===== src/rtl/sample_buffer_reader_if.sv =====
// Bus bundle for sample_buffer_reader: the s2 read-master port toward the
// sample buffer and the Avalon-ST sample stream toward reconstruction.
interface sample_buffer_reader_if #(
  parameter int ADDR_W = 9,
  parameter int DATA_W = 16
);
  logic [ADDR_W-1:0]   mem_address;
  logic                mem_chipselect;
  logic                mem_write;
  logic [DATA_W/8-1:0] mem_byteenable;
  logic [DATA_W-1:0]   mem_writedata;
  logic [DATA_W-1:0]   mem_readdata;

  logic [DATA_W-1:0]   out_data;
  logic                out_valid;
  logic                out_ready;
  logic                out_startofpacket;
  logic                out_endofpacket;

  modport master (
    output mem_address, mem_chipselect, mem_write, mem_byteenable, mem_writedata,
    input  mem_readdata,
    output out_data, out_valid, out_startofpacket, out_endofpacket,
    input  out_ready
  );

  modport slave (
    input  mem_address, mem_chipselect, mem_write, mem_byteenable, mem_writedata,
    output mem_readdata,
    input  out_data, out_valid, out_startofpacket, out_endofpacket,
    output out_ready
  );
endinterface


===== src/rtl/sample_buffer_reader.sv =====
// Reads a programmed block of samples from buffer port s2 and streams it out as an
// Avalon-ST packet, one-shot or looped, through a credit-controlled 2-entry FIFO.
module sample_buffer_reader #(
  parameter int ADDR_W = 9,
  parameter int DATA_W = 16
) (
  input  logic                clk,
  input  logic                reset_n,
  input  logic                start_i,
  input  logic                stop_i,
  input  logic [ADDR_W-1:0]   base_addr_i,
  input  logic [ADDR_W:0]     length_i,
  input  logic                loop_i,
  output logic                busy_o,
  output logic                done_o,
  sample_buffer_reader_if.master bus
);

  typedef enum logic [1:0] {IDLE, RUN, FLUSH} state_t;

  localparam logic [ADDR_W:0] DEPTH = {1'b1, {ADDR_W{1'b0}}};
  localparam logic [ADDR_W:0] ONE   = {{ADDR_W{1'b0}}, 1'b1};

  state_t              state_q, state_d;
  logic [ADDR_W-1:0]   base_q, base_d;
  logic [ADDR_W:0]     len_q, len_d;
  logic                loop_q, loop_d;
  logic [ADDR_W:0]     offset_q, offset_d;
  logic                busy_q, busy_d;
  logic                done_q, done_d;

  logic                rdPend_q, rdPend_d;
  logic                rdSop_q, rdSop_d;
  logic                rdEop_q, rdEop_d;

  logic [DATA_W-1:0]   headData_q, headData_d;
  logic                headSop_q, headSop_d;
  logic                headEop_q, headEop_d;
  logic                headVld_q, headVld_d;
  logic [DATA_W-1:0]   skidData_q, skidData_d;
  logic                skidSop_q, skidSop_d;
  logic                skidEop_q, skidEop_d;
  logic                skidVld_q, skidVld_d;

  logic                pop;
  logic [1:0]          used;
  logic                rdIssue;
  logic                lastOffset;
  logic [ADDR_W:0]     lenSat;

  // Credit: FIFO entries plus the read in flight may never exceed two, except that a
  // pop in the same cycle frees the slot the new read will land in.
  assign pop        = headVld_q & bus.out_ready;
  assign used       = 2'(headVld_q) + 2'(skidVld_q) + 2'(rdPend_q);
  assign rdIssue    = (state_q == RUN) && ((used < 2'd2) || pop);
  assign lastOffset = (offset_q == (len_q - ONE));
  assign lenSat     = (length_i > DEPTH) ? DEPTH : length_i;

  assign bus.mem_chipselect    = rdIssue;
  assign bus.mem_address       = base_q + offset_q[ADDR_W-1:0];
  assign bus.mem_write         = 1'b0;
  assign bus.mem_byteenable    = '1;
  assign bus.mem_writedata     = '0;

  assign bus.out_data          = headData_q;
  assign bus.out_valid         = headVld_q;
  assign bus.out_startofpacket = headSop_q;
  assign bus.out_endofpacket   = headEop_q;
  assign busy_o                = busy_q;
  assign done_o                = done_q;

  always_comb begin
    state_d    = state_q;
    base_d     = base_q;
    len_d      = len_q;
    loop_d     = loop_q;
    offset_d   = offset_q;
    busy_d     = busy_q;
    done_d     = 1'b0;
    headData_d = headData_q;
    headSop_d  = headSop_q;
    headEop_d  = headEop_q;
    skidData_d = skidData_q;
    skidSop_d  = skidSop_q;
    skidEop_d  = skidEop_q;
    skidVld_d  = skidVld_q;
    rdPend_d   = rdIssue;
    rdSop_d    = (offset_q == '0);
    rdEop_d    = lastOffset;

    // Head is the output register; the skid entry refills it before new data does.
    headVld_d = headVld_q & ~pop;
    if (!headVld_d && skidVld_q) begin
      headData_d = skidData_q;
      headSop_d  = skidSop_q;
      headEop_d  = skidEop_q;
      headVld_d  = 1'b1;
      skidVld_d  = 1'b0;
    end
    if (rdPend_q) begin
      if (!headVld_d) begin
        headData_d = bus.mem_readdata;
        headSop_d  = rdSop_q;
        headEop_d  = rdEop_q;
        headVld_d  = 1'b1;
      end else begin
        skidData_d = bus.mem_readdata;
        skidSop_d  = rdSop_q;
        skidEop_d  = rdEop_q;
        skidVld_d  = 1'b1;
      end
    end

    unique case (state_q)
      IDLE: begin
        if (start_i && !stop_i) begin
          base_d   = base_addr_i;
          len_d    = lenSat;
          loop_d   = loop_i;
          offset_d = '0;
          if (lenSat == '0) begin
            done_d = 1'b1;
          end else begin
            state_d = RUN;
            busy_d  = 1'b1;
          end
        end
      end
      RUN: begin
        if (rdIssue) begin
          if (lastOffset && loop_q) begin
            offset_d = '0;
          end else begin
            offset_d = offset_q + ONE;
            if (lastOffset) state_d = FLUSH;
          end
        end
      end
      FLUSH: begin
        if (pop && headEop_q) begin
          state_d = IDLE;
          busy_d  = 1'b0;
          done_d  = 1'b1;
        end
      end
      default: state_d = IDLE;
    endcase

    // Abort wins over everything, including a same-cycle completion.
    if (stop_i) begin
      state_d   = IDLE;
      busy_d    = 1'b0;
      done_d    = 1'b0;
      headVld_d = 1'b0;
      skidVld_d = 1'b0;
      rdPend_d  = 1'b0;
    end
  end

  always_ff @(posedge clk or negedge reset_n) begin
    if (!reset_n) begin
      state_q    <= IDLE;
      base_q     <= '0;
      len_q      <= '0;
      loop_q     <= 1'b0;
      offset_q   <= '0;
      busy_q     <= 1'b0;
      done_q     <= 1'b0;
      rdPend_q   <= 1'b0;
      rdSop_q    <= 1'b0;
      rdEop_q    <= 1'b0;
      headData_q <= '0;
      headSop_q  <= 1'b0;
      headEop_q  <= 1'b0;
      headVld_q  <= 1'b0;
      skidData_q <= '0;
      skidSop_q  <= 1'b0;
      skidEop_q  <= 1'b0;
      skidVld_q  <= 1'b0;
    end else begin
      state_q    <= state_d;
      base_q     <= base_d;
      len_q      <= len_d;
      loop_q     <= loop_d;
      offset_q   <= offset_d;
      busy_q     <= busy_d;
      done_q     <= done_d;
      rdPend_q   <= rdPend_d;
      rdSop_q    <= rdSop_d;
      rdEop_q    <= rdEop_d;
      headData_q <= headData_d;
      headSop_q  <= headSop_d;
      headEop_q  <= headEop_d;
      headVld_q  <= headVld_d;
      skidData_q <= skidData_d;
      skidSop_q  <= skidSop_d;
      skidEop_q  <= skidEop_d;
      skidVld_q  <= skidVld_d;
    end
  end

endmodule


===== src/flat_wrapper.sv =====
// flat-port wrapper written by rule: the top's interface ports become plain ports
module sample_buffer_reader_flat 
#(
  parameter int ADDR_W = 9,
  parameter int DATA_W = 16
)
  (clk, reset_n, start_i, stop_i, base_addr_i, length_i, loop_i, busy_o, done_o, bus_mem_address, bus_mem_chipselect, bus_mem_write, bus_mem_byteenable, bus_mem_writedata, bus_mem_readdata, bus_out_data, bus_out_valid, bus_out_startofpacket, bus_out_endofpacket, bus_out_ready);
  sample_buffer_reader_if #(.ADDR_W(ADDR_W), .DATA_W(DATA_W)) bus_i ();
  input  logic clk;
  input  logic reset_n;
  input  logic start_i;
  input  logic stop_i;
  input  logic [ADDR_W-1:0] base_addr_i;
  input  logic [ADDR_W:0] length_i;
  input  logic loop_i;
  output logic busy_o;
  output logic done_o;
  output wire logic [$bits(bus_i.mem_address)-1:0] bus_mem_address;
  output wire logic [$bits(bus_i.mem_chipselect)-1:0] bus_mem_chipselect;
  output wire logic [$bits(bus_i.mem_write)-1:0] bus_mem_write;
  output wire logic [$bits(bus_i.mem_byteenable)-1:0] bus_mem_byteenable;
  output wire logic [$bits(bus_i.mem_writedata)-1:0] bus_mem_writedata;
  input wire logic [$bits(bus_i.mem_readdata)-1:0] bus_mem_readdata;
  output wire logic [$bits(bus_i.out_data)-1:0] bus_out_data;
  output wire logic [$bits(bus_i.out_valid)-1:0] bus_out_valid;
  output wire logic [$bits(bus_i.out_startofpacket)-1:0] bus_out_startofpacket;
  output wire logic [$bits(bus_i.out_endofpacket)-1:0] bus_out_endofpacket;
  input wire logic [$bits(bus_i.out_ready)-1:0] bus_out_ready;
  assign bus_mem_address = bus_i.mem_address;
  assign bus_mem_chipselect = bus_i.mem_chipselect;
  assign bus_mem_write = bus_i.mem_write;
  assign bus_mem_byteenable = bus_i.mem_byteenable;
  assign bus_mem_writedata = bus_i.mem_writedata;
  assign bus_i.mem_readdata = bus_mem_readdata;
  assign bus_out_data = bus_i.out_data;
  assign bus_out_valid = bus_i.out_valid;
  assign bus_out_startofpacket = bus_i.out_startofpacket;
  assign bus_out_endofpacket = bus_i.out_endofpacket;
  assign bus_i.out_ready = bus_out_ready;
  sample_buffer_reader #(.ADDR_W(ADDR_W), .DATA_W(DATA_W)) u_core (.clk(clk), .reset_n(reset_n), .start_i(start_i), .stop_i(stop_i), .base_addr_i(base_addr_i), .length_i(length_i), .loop_i(loop_i), .busy_o(busy_o), .done_o(done_o), .bus(bus_i));
endmodule

===== config.mk =====
export PLATFORM = sky130hd
export DESIGN_NAME = sample_buffer_reader_flat
export DESIGN_NICKNAME = d
export VERILOG_FILES = /design/src/rtl/sample_buffer_reader_if.sv /design/src/rtl/sample_buffer_reader.sv /design/src/flat_wrapper.sv
export SDC_FILE = /design/constraint.sdc
export NUM_CORES = 1
export LEC_CHECK = 0
export BUFFER_PORTS_ARGS = -buffer_cell sky130_fd_sc_hd__clkbuf_2
export CAP_MARGIN = 20
export CORE_AREA = 5 5 113 115
export CTS_CLUSTER_DIAMETER = 150
export DETAILED_ROUTE_END_ITERATION = 8
export DIE_AREA = 0 0 118 120
export MAX_ROUTING_LAYER = met4
export SLEW_MARGIN = 0
export SYNTH_ARGS = -nofsm -noshare
export SYNTH_HDL_FRONTEND = slang
export SYNTH_SLANG_ARGS = --single-unit

===== constraint.sdc =====
create_clock -name clk -period 7.7 [get_ports clk]
set_clock_uncertainty 0.1 [all_clocks]
set_input_delay 1.155 -clock clk [delete_from_list [all_inputs] [get_ports clk]]
set_output_delay 1.155 -clock clk [all_outputs]
set_load 0.01 [all_outputs]

## Yosys cells after proc, flatten, opt, wreduce, memory -nomap -nowiden

Cells that the tools add are included.

| cells by class | value |
|---|---|
| add/subtract/negate cells | 5 |
| order comparisons | 2 |
| equality and inequality tests | 11 |
| mux-type cells | 40 |
| bitwise logic cells | 3 |
| reduce and logical (&&, ||, !) cells | 18 |

Operators by type and width:

| kind | count |
|---|---|
| 16-bit two-way mux | 3 |
| 10-bit two-way mux | 4 |
| 1-bit two-way mux | 22 |
| 10-bit logical NOT | 2 |
| 10-bit case mux with 2 select lines | 1 |
| 2-bit two-way mux | 7 |
| 10-bit by 1-bit adder with 10-bit output (second input constant) | 1 |
| 10-bit equality test | 1 |
| 10-bit > comparator (second input constant) | 1 |
| 10-bit by 1-bit subtractor with 10-bit output (second input constant) | 1 |
| 9-bit adder | 1 |
| 3-bit by 2-bit inequality test with 1-bit output (second input constant) | 3 |
| 3-bit inequality test (second input constant) | 3 |
| 2-bit case mux with 3 select lines | 1 |
| 6-bit AND reduction | 1 |
| 1-bit logical AND | 5 |
| 1-bit case mux with 2 select lines | 2 |
| 2-bit AND reduction | 2 |
| 4-bit AND reduction | 1 |
| 3-bit AND reduction | 1 |
| 3-bit nonzero test | 1 |
| 1-bit by 1-bit adder with 2-bit output | 1 |
| 2-bit by 1-bit adder with 2-bit output | 1 |
| 1-bit bitwise AND | 2 |
| other kinds (10) | 11 |

| word-level totals | value |
|---|---|
| bits in registers | 75 |
| input bits | 41 |
| output and inout port bits | 50 |
| logic and storage cells | 97 |

## Depth between registers and ports, before layout

| depth | value |
|---|---|
| depth after elaboration | 9 |
| depth in mapped cells | 10 |
| depth with buffers taken out | 10 |

## Worst setup path after synthesis

OpenSTA, ideal clock, no wires.

| timing path | value |
|---|---|
| path type | reg2out |
| start | reg u_core.offset_q[0] |
| end | out bus_mem_address[8] |
| arrival | 1.881 ns |
| required time | 6.445 ns |
| path slack | 4.564 ns |
| stages on the path, launching flop included | 11 |
| buffers on the path | 0 |
| cells stage by stage | dfrtp_1 > ha_1 > inv_1 > fa_1 > inv_1 > a21o_1 > a21oi_1 > o21bai_1 > a21oi_1 > o21ai_0 > xnor2_1 |

| between the ends | value |
|---|---|
| word-level cells in the longest chain between the ends | 1 |

Ends and longest elaborated chain:

| what | RTL line | text |
|---|---|---|
| start: declaration | sample_buffer_reader.sv:28 | `logic [ADDR_W:0] offset_q, offset_d;` |
| start signal: assignment | sample_buffer_reader.sv:185 | `offset_q <= offset_d;` |
| 9-bit adder | sample_buffer_reader.sv:60 | `assign bus.mem_address = base_q + offset_q[ADDR_W-1:0];` |
| end: declaration | flat_wrapper.sv:18 | `output wire logic [$bits(bus_i.mem_address)-1:0] bus_mem_address;` |

Every way passes these cells.

## Worst setup path after layout

Same ends and word-level chain as after synthesis.

==> results.py <==
metrics = {
    "clocking": {
        "ctsHoldBuffers": 0,
        "clk_pin_slew_worst_paths_ns": 0.06,
        "cts_tree": "built",
        "cts.sinks": 75,
        "post_cts_buffers": 0,
        "insertion_delay_ns": 0.33,
        "cts-htree-levels": 3,
        "cts_resized": 0,
        "clock_path_buffers": 2,
        "cts_root_buffer": "clkbuf_16",
        "cts_buffers": 9,
    },
    "sta": {
        "setup_viol": 0,
        "fmax_mhz": 271,
        "fin_crit_ns": 3.69,
        "slew_viol_final": 0,
        "fin_crit_sh_pct": 47.9,
        "rsz0062_at_grt": "no",
        "worstMarginPinSlew_ns": 1.04,
        "tns_ns": 0,
        "slew_headroom_pct": 30.9,
        "hold_viol": 0,
    },
    "critical_path": {
        "path_max_fanout": 5,
        "arrival_ns": 2.43,
        "r2r_slack_ns": 4.88,
        "worstSetupStartpoint": "u_core.offset_q[0]",
        "cp-end-kind": "output pin",
        "startpoint_type": "flip-flop",
        "critPathSlowestCell": "dfrtp_1",
        "crit_chain": "ha_1, inv_1, fa_1, inv_1, a21o_1, a21oi_1, o21bai_1, a21oi_1, o21ai_0, xnor2_1, clkbuf_2",
        "ff2ff_path_depth": 9,
        "cp.required_ns": 6.44,
        "worstSetupEndpoint": "bus_mem_address[8]",
        "timing.rr.start": "u_core.len_q[0]",
        "max_stage_delay_ns": 0.43,
        "worstSetupPathType": "reg2out",
        "reg2reg_to": "u_core.offset_q[0]",
    },
    "logic_synthesis": {
        "avgSynthCellArea_um2": 10.6,
        "synth.area.top_cells": "dfrtp_1 (46%), mux2_2 (8.1%), mux2i_1 (4.4%), a21oi_1 (3.8%), ha_1 (3.7%)",
        "ys.flop_type": "dfrtp_1",
        "synth_cell_types": 50,
        "synthTopCellsByCount": "dfrtp_1 (75), nor2_1 (34), a21oi_1 (31)",
        "synth_warnings": 0,
        "ys_ff_latch": 75,
        "synthCells": 384,
        "post-synth-top-area-cell": "dfrtp_1",
        "syn_area_mm2": 0.00406,
        "synth_edf_count": 0,
        "synth_seq_area_share_pct": 46.3,
        "synthArstFlopShare_pct": 100,
        "yosysTopAreaCellShare_pct": 46.3,
        "synth_most_common_cell": "dfrtp_1",
    },
    "finish": {
        "multiInputGateArea_mm2": 0.00200,
        "nets": 509,
        "antenna_cells": 0,
        "drive_gt1_share_pct": 27.6,
        "syn_to_final_growth_pct": 19.2,
        "register_area_mm2": 0.00188,
        "fillers": 1180,
    },
    "power": {
        "power_leakage_nw": 2.46,
        "finalPower_mw": 1.28,
        "power_per_cell_area_mw_per_mm2": 264,
        "ir_drop_v": 0.000157,
    },
    "floorplanning": {
        "core.rowCount": 40,
        "num_io_pins": 91,
        "die-height_um": 120,
        "dieArea_mm2": 0.0142,
        "die_w_um": 118,
        "start_util_pct": 34.6,
        "core_area_mm2": 0.0117,
    },
    "routing": {
        "drt_wl_total_mm": 8.59,
        "wl_per_cell_um": 14.1,
        "drc_errors": 0,
        "ant_nets": 0,
        "via_count": 2970,
        "first_iter_violations": 107,
        "avgViaCountPerCell": 4.89,
        "drtPass1Iterations": 4,
    },
    "global_route": {
        "grt_pass1_vias": 2934,
        "grt_pass1_wl_mm": 14.7,
        "grt_usage_pct": 12.9,
        "grt_max_degree": 76,
        "grt-ovfl-total": 0,
        "antenna_found_initial": 0,
    },
    "placement": {
        "dp_hpwl_mm": 6.25,
        "portBuffers": 71,
        "gp_congestion": 0.820,
    },
    "status": {
        "outcome": "finished clean",
    },
    "worst_hold_path": {
        "hold_class": "reg2reg",
    },
    "flow_run": {
        "maxCapViolCount": 0,
    },
}
-- final cells by class --
cell class              count  area share [%]
clock buffers               9            4.66
inverters                  14            1.09
multi-input cells         282            41.4
well taps                 147            3.81
flip-flops and latches     75            38.8
repair buffers             73            8.13
clock inverters             7            2.10
-- layout by cell type (no fill, tap or decap), types with 2 or more instances in the layout --
master / instances
bufinv_16: 2
mux2i_1: 18
nand3_1: 6
a21o_1: 2
o21bai_1: 2
conb_1: 19
buf_4: 2
mux2_2: 29
nand2_1: 14
xor2_1: 4
nor3_1: 5
xnor2_1: 16
dfrtp_1: 75
and3_1: 10
clkbuf_16: 9
clkinv_4: 2
nor4_1: 4
nor2b_1: 8
a31o_2: 2
nand3b_1: 3
clkbuf_2: 70
a22o_1: 10
o21ai_1: 3
a21oi_1: 31
inv_1: 14
o211ai_1: 3
o21ai_0: 18
nor2_1: 34
nand2b_1: 8
ha_1: 12
-- registers in the layout (all words and copies together), names as in the netlist --
register,flops
u_core.bus.out_data,16
u_core.skidData_q,16
u_core.len_q,10
u_core.offset_q,10
u_core.base_q,9
u_core.state_q,2
u_core.bus.out_endofpacket,1
u_core.bus.out_startofpacket,1
u_core.bus.out_valid,1
u_core.busy_o,1
u_core.done_o,1
u_core.loop_q,1
u_core.rdEop_q,1
u_core.rdPend_q,1
u_core.rdSop_q,1
u_core.skidEop_q,1
u_core.skidSop_q,1
u_core.skidVld_q,1
-- power breakdown --
part	total, mW	internal [mW]	switching (mW)
logic	0.303	0.146	0.158
registers	0.519	0.468	0.0515
clock network	0.453	0.286	0.167
total	1.28	0.900	0.376
-- worst max-delay path: cells and delay by family (launching register included) --
family	cells	cell delay [ns]
AO/OA/AOI/OAI	5	0.80
XOR/XNOR	1	0.15
buffers and inverters	3	0.28
adder cells (fa/ha/maj)	2	0.45
flip-flops	1	0.43
-- routing by layer --
layer  global-route usage, %  up-vias  wire [µm]  share of wire [%]
met5                       -        -          0                  0
met4                    3.58        0         99                1.2
met3                    3.91       11        464                5.4
met2                    19.7       79       4000                 47
met1                    16.6     1420       4020                 47
li1                        -     1460          -                  -
-- per-stage QoR --
step	util, %	area (µm²)	setup slack (ns)	instances	hold WS [ns]
after CTS	41.0	4810	3.96	606	0.410
after floorplan	-	4120	4.56	401	0.379
final	41.3	4830	4.01	607	0.405
after detailed placement	38.2	4480	4.32	590	0.393
after global routing	41.3	4830	3.78	607	0.414
after global placement	38.2	4480	4.41	590	0.386
-- cell families after synthesis --
| group | synth area share [%] |
|---|---|
| flops | 46.3 |
| buf+inv | 6.05 |
| xor+xnor | 4.87 |
| compound gates | 12.6 |
| mux | 12.9 |
| simple gates | 13.0 |
| other cells | 0.185 |
| fa+ha+maj | 4.20 |
-- how the worst min path moves through the flow --
stage | end | cells after the start | startpoint | slack (ns)
after floorplan | u_core.skidData_q[0] | 1 | u_core.skidData_q[0] | 0.38
after CTS | u_core.skidData_q[3] | 1 | u_core.skidData_q[3] | 0.41
after global placement | u_core.skidData_q[2] | 1 | u_core.skidData_q[2] | 0.39
after global routing | u_core.skidData_q[11] | 1 | u_core.skidData_q[11] | 0.41
final | u_core.skidSop_q | 1 | u_core.skidSop_q | 0.41
after detailed placement | u_core.skidSop_q | 1 | u_core.rdSop_q | 0.39
Note: power is estimated with default switching activity, not from simulation.
